===== src/rtl/sipo_rx.sv =====
// sipo_rx: serial-in / parallel-out receiver with a holding register and a
// valid/ready handshake towards the consumer.
// A word completes after FRAME_BITS sampled bits. It is then either written
// to the holding register, or dropped with an overrun pulse when the holding
// register is still occupied and not being consumed.
// Optional feature macro: SIPO_RX_PARITY_EN. When it is defined, each frame
// carries one extra trailing even-parity bit. That bit is checked and is not
// stored. When the macro is undefined, parity_err is tied low.
module sipo_rx #(
    parameter int WIDTH     = 4,
    parameter int MSB_FIRST = 1
) (
    input  logic             clk,
    input  logic             rst,
    input  logic             serial_in,
    input  logic             shift_en,
    input  logic             flush,
    output logic [WIDTH-1:0] parallel_out,
    output logic             out_valid,
    input  logic             out_ready,
    output logic             busy,
    output logic             overrun,
    output logic             parity_err
);

`ifdef SIPO_RX_PARITY_EN
    localparam int FRAME_BITS = WIDTH + 1;
`else
    localparam int FRAME_BITS = WIDTH;
`endif
    localparam int CNT_W = $clog2(FRAME_BITS + 1);
    localparam logic [CNT_W-1:0] LAST_CNT = CNT_W'(FRAME_BITS - 1);
    localparam logic [CNT_W-1:0] DATA_CNT = CNT_W'(WIDTH);

`ifdef SIPO_RX_PARITY_EN
    // The error flag is high when the data bits and the parity bit together
    // hold an odd number of ones.
    function automatic logic f_parity_err(input logic [WIDTH-1:0] data,
                                          input logic             par_bit);
        return (^data) ^ par_bit;
    endfunction
`endif

    logic [CNT_W-1:0] r_cnt;
    logic [WIDTH-1:0] r_shift;
    logic [WIDTH-1:0] r_out;
    logic             r_valid;
    logic             r_busy;
    logic             r_overrun;

    logic [CNT_W-1:0] w_cnt_next;
    logic [WIDTH-1:0] w_shifted;
    logic [WIDTH-1:0] w_shift_next;
    logic [WIDTH-1:0] w_word;
    logic             w_done;
    logic             w_load;
    logic             w_drop;
    logic             w_valid_next;

    // Frame boundary and handshake decisions for this edge.
    always_comb begin
        w_done = shift_en & ~flush & (r_cnt == LAST_CNT);
        w_load = w_done & (~r_valid | out_ready);
        w_drop = w_done & r_valid & ~out_ready;
    end

    // Shift direction: MSB-first fills from bit 0 upward, so the first bit
    // ends up in the top position; LSB-first fills from the top downward.
    always_comb begin
        if (MSB_FIRST != 0) begin
            w_shifted = {r_shift[WIDTH-2:0], serial_in};
        end else begin
            w_shifted = {serial_in, r_shift[WIDTH-1:1]};
        end
    end

    // Next shift-register and bit-counter state. Flush wins over shift_en.
    // Only data-bit positions shift, so a trailing parity bit leaves the
    // assembled data intact.
    always_comb begin
        w_shift_next = r_shift;
        w_cnt_next   = r_cnt;
        if (flush) begin
            w_shift_next = {WIDTH{1'b0}};
            w_cnt_next   = {CNT_W{1'b0}};
        end else if (shift_en) begin
            if (r_cnt < DATA_CNT) begin
                w_shift_next = w_shifted;
            end else begin
                w_shift_next = r_shift;
            end
            if (r_cnt == LAST_CNT) begin
                w_cnt_next = {CNT_W{1'b0}};
            end else begin
                w_cnt_next = r_cnt + CNT_W'(1);
            end
        end else begin
            w_shift_next = r_shift;
            w_cnt_next   = r_cnt;
        end
    end

    // Word presented on completion: without parity the final bit is data and
    // must be included; with parity the data is already complete in r_shift.
    always_comb begin
`ifdef SIPO_RX_PARITY_EN
        w_word = r_shift;
`else
        w_word = w_shifted;
`endif
    end

    // out_valid next state: a load sets it, a drop keeps it, and a consume
    // without a completing frame clears it.
    always_comb begin
        if (w_load) begin
            w_valid_next = 1'b1;
        end else if (w_drop) begin
            w_valid_next = r_valid;
        end else if (r_valid && out_ready) begin
            w_valid_next = 1'b0;
        end else begin
            w_valid_next = r_valid;
        end
    end

    // Shift state, holding register, handshake and status flags.
    always_ff @(posedge clk) begin
        if (!rst) begin
            r_cnt     <= {CNT_W{1'b0}};
            r_shift   <= {WIDTH{1'b0}};
            r_out     <= {WIDTH{1'b0}};
            r_valid   <= 1'b0;
            r_busy    <= 1'b0;
            r_overrun <= 1'b0;
        end else begin
            r_cnt     <= w_cnt_next;
            r_shift   <= w_shift_next;
            r_valid   <= w_valid_next;
            r_busy    <= (w_cnt_next != {CNT_W{1'b0}});
            r_overrun <= w_drop;
            if (w_load) begin
                r_out <= w_word;
            end else begin
                r_out <= r_out;
            end
        end
    end

`ifdef SIPO_RX_PARITY_EN
    logic r_parity_err;

    // The parity status is loaded together with the word it describes and is
    // left alone when a word is dropped.
    always_ff @(posedge clk) begin
        if (!rst) begin
            r_parity_err <= 1'b0;
        end else if (w_load) begin
            r_parity_err <= f_parity_err(r_shift, serial_in);
        end else begin
            r_parity_err <= r_parity_err;
        end
    end

    assign parity_err = r_parity_err;
`else
    assign parity_err = 1'b0;
`endif

    assign parallel_out = r_out;
    assign out_valid    = r_valid;
    assign busy         = r_busy;
    assign overrun      = r_overrun;

endmodule


===== config.mk =====
export PLATFORM = sky130hd
export DESIGN_NAME = sipo_rx
export DESIGN_NICKNAME = d
export VERILOG_FILES = /design/src/rtl/sipo_rx.sv
export SDC_FILE = /design/constraint.sdc
export NUM_CORES = 1
export LEC_CHECK = 0
export ABC_AREA = 1
export CORE_AREA = 2 2 39 41
export CTS_CLUSTER_DIAMETER = 50
export DETAILED_ROUTE_END_ITERATION = 10
export DIE_AREA = 0 0 41 43
export MAX_ROUTING_LAYER = met4
export PLACE_DENSITY = 0.77
export SLEW_MARGIN = 20
export SYNTH_ARGS = -nofsm -noshare
export SYNTH_HDL_FRONTEND = slang
export SYNTH_SLANG_ARGS = --single-unit
export TNS_END_PERCENT = 100

===== constraint.sdc =====
create_clock -name clk -period 1.1 [get_ports clk]
set_input_delay 0.11 -clock clk [delete_from_list [all_inputs] [get_ports clk]]
set_output_delay 0.11 -clock clk [all_outputs]
set_load 0.05 [all_outputs]

==> results_dict.tcl <==
set metrics [dict create \
    remaining_drcs 0 \
    globalRouteTotalUtil 0.1630 \
    setup-violations-final 0 \
    cts_max_level 1 \
    largest_family_of_logic_cells_by_synthesized_area "simple AND/OR/NAND/NOR gates" \
    share_comb_of_total_power 0.122 \
    synth_xor_area_frac 0 \
    average_instance_area_after_synthesis_um2 7.207 \
    syn_inst 75 \
    worstHoldPathCells 4 \
    io_buffer_count 12 \
    synth_enable_flop_cells 0 \
    critical_path_peak_fanout 2 \
    yosys.area_share.simple 0.3495 \
    area_growth_syn_to_layout_pct 51.39 \
    fraction_of_the_mapped_netlist_area_in_adder_cells 0.02315 \
    holdPathEnd "out_valid$_SDFFE_PN0P_" \
    vdd_ir_drop_max_mv 1.019 \
    fillCellCount 129 \
    gpl.final_weighted_congestion 0.7533 \
    detailed_place.area_um2 759.5 \
    coreArea_um2 1384 \
    post_layout_nonfiller_instances 110 \
    synthFlopType "sky130_fd_sc_hd__dfxtp_1" \
    timing.hold.worst.class "primary input to flop" \
    synth-compound-area-share 0.02778 \
    yosysWarningCount 0 \
    synth-seq-area-share 0.4815 \
    status "completed" \
    yosysMostFrequentCell "sky130_fd_sc_hd__nor2_1" \
    cp-startpoint "r_cnt[1]$_SDFF_PN0_" \
    clock_latency_of_the_later_clocked_register_in_the_worst_skew_pair_ns 0.26 \
    cts_buffer_depth 2 \
    layout-drive-gt1-share 0.2766 \
    num_io_pins 14 \
    placed_cells 104 \
    postSynth.asyncResetShare 0 \
    p_leak_nw 0.4106 \
    worst_ep_required_time_ns 1.25 \
    vias_per_cell 4.509 \
    fmax_ghz 0.9668 \
    drt_first_pass_iters 3 \
    synthMuxAreaShare 0 \
    power_density_nw_per_um2 1070 \
    hold-worst-slack_ns 0.4681 \
    pre_cts_ws_ns -0.1896 \
    clkSlewWorstSetupHoldPaths_ns 0.07 \
    final_critical_path_setup_slack_ns 0.06564 \
    dp_hpwl_um 823 \
    synthesis.nets 82 \
    min_from "out_ready" \
    swShare 0.2340 \
    netlist_top_cells_count "sky130_fd_sc_hd__nor2_1 (17), sky130_fd_sc_hd__nand2_1 (14), sky130_fd_sc_hd__dfxtp_1 (13), sky130_fd_sc_hd__inv_1 (11), sky130_fd_sc_hd__nand3_1 (6)" \
    grt_first_pass_wirelength_um 1807 \
    period_minus_slack_ns 1.034 \
    hold_viol 0 \
    netlist.area_leader.share 0.4815 \
    grt_antenna_before_repair 0 \
    rr_startpoint "r_cnt[1]$_SDFF_PN0_" \
    slew_violations 0 \
    reg2reg_slack_ns 0.07 \
    worst_clock_skew_ns 0.001121 \
    cts_root_buf "sky130_fd_sc_hd__clkbuf_4" \
    dieArea_um2 1763 \
    fin_crit_sh 0.9403 \
    die_width_um 41 \
    cp_data_arrival_time_ns 1.19 \
    tritoncts.num_buffers 3 \
    cp-start-kind "flop" \
    tritoncts "yes" \
    diodes 0 \
    netSwitchingPower_uw 204.9 \
    final_nets 102 \
    wire_per_inst_um 9.445 \
    timing.setup.critical_path_class "flop to flop" \
    internal_power_uw 671.0 \
    postSynthRegisterBits 13 \
    timing.critical_path.to_type "flop" \
    ff2ff_path_depth 4 \
    num_vias 496 \
    clock_power_share 0.317 \
    postCtsHoldBufs 0 \
    yosysUniqueCellTypes 15 \
    setup_total_negative_slack_ns 0 \
    initial_utilization 0.3906 \
    synth_area_leaders "sky130_fd_sc_hd__dfxtp_1 (48%), sky130_fd_sc_hd__nor2_1 (12%), sky130_fd_sc_hd__nand2_1 (9.7%)" \
    synth_top_cell_by_area "sky130_fd_sc_hd__dfxtp_1" \
    core.rowCount 14 \
    crit-reg2reg-capture "busy$_SDFF_PN0_" \
    detail_route.wirelength_um 1039 \
    die_y_um 43 \
    detail-route-antenna-nets 0 \
    combined_area_of_all_synthesized_cells_um2 540.5 \
    drt-initial-drc-count 8 \
    grt-ovfl-total 0 \
    grt_max_degree 9 \
    max_cap_viol_count 0 \
    clock_sink_count 13 \
    sequentialPowerShare 0.560 \
    non_filler_cell_area_final_um2 818.3 \
    via_count_of_the_first_global_routing_pass 472 \
]
==> state kept, by name, indices dropped and copies added, names as in the netlist <==
signal        flops
busy              1
out_valid         1
overrun           1
parallel_out      4
r_cnt             3
r_shift           3
==> per-layer routing <==
metal  vias up  part of all wire  GRT usage
met2         9              0.54     0.2406
met5         -                 0          -
met1       228              0.40     0.1755
met3         2             0.039    0.04712
li1        257                 -          -
met4         0             0.019     0.1200
==> worst max-delay path by stage <==
stage,to,slack [ns],cells after the start
after floorplan,busy$_SDFF_PN0_,0.05,4
after global placement,busy$_SDFF_PN0_,-0.10,5
after detailed placement,r_shift[0]$_SDFFE_PP0P_,-0.19,6
after CTS,busy$_SDFF_PN0_,0.001,4
after global routing,r_shift[0]$_SDFFE_PP0P_,-0.006,6
final,busy$_SDFF_PN0_,0.07,4
==> worst max-delay path: stages, from the launching register on <==
cell,delay [ns]
sky130_fd_sc_hd__dfxtp_2,0.34
sky130_fd_sc_hd__ha_4,0.22
sky130_fd_sc_hd__or2_0,0.19
sky130_fd_sc_hd__nand3_1,0.10
sky130_fd_sc_hd__nand3_1,0.07
==> logic make-up (layout without fill, tap and decap cells) <==
family,count (synthesis),in the layout
fa+ha+maj,1,1
buf+inv,15,34
compound gates,3,3
other cells,1,1
simple gates,42,42
flops,13,13
==> repair_timing <==
item / CTS / global route
setup endpoints to repair: 1 / 5
cloned: 0 / 0
gates resized for setup: 1 / 4
buffers inserted: 1 / 1
pin swaps: 3 / 1
==> metrics by stage <==
stage               total power, mW    util
floorplan                    0.5507       -
global placement             0.5984  0.5488
detailed placement           0.6024  0.5488
CTS                          0.8874  0.5741
global route                 0.9239  0.5913
finish                       0.8759  0.5913
==> power groups by stage <==
stage                     logic (mW)  registers (mW)  clock network [mW]
final                          0.107           0.491               0.278
after global routing           0.118           0.492               0.314
after CTS                      0.106           0.489               0.293
after detailed placement       0.102           0.500                   0
after global placement        0.0987           0.500                   0
after floorplan               0.0416           0.509                   0
==> layout by cell type (no fill, tap or decap), drive strengths merged <==
| cell | synthesis | routed |
|---|---|---|
| inv | 14 | 14 |
| dfxtp | 13 | 13 |
| nand3 | 7 | 7 |
| nand2 | 15 | 15 |
| ha | 1 | 1 |
| conb | 1 | 1 |
| clkbuf | 0 | 4 |
| clkdlybuf4s50 | 0 | 5 |
| or2 | 1 | 1 |
| buf | 1 | 11 |
| nor2 | 19 | 19 |
| o21ai | 3 | 3 |
==> area by class of cell <==
cell class | count | area, um^2 | share of cell area
flip-flops and latches | 13 | 264.0 | 0.3226
clock buffers | 4 | 26.28 | 0.03211
multi-input cells | 47 | 235.2 | 0.2875
repair buffers | 16 | 220.2 | 0.2691
inverters | 14 | 52.55 | 0.06422
well taps | 16 | 20.02 | 0.02446
(Power assumes the default switching activity.)
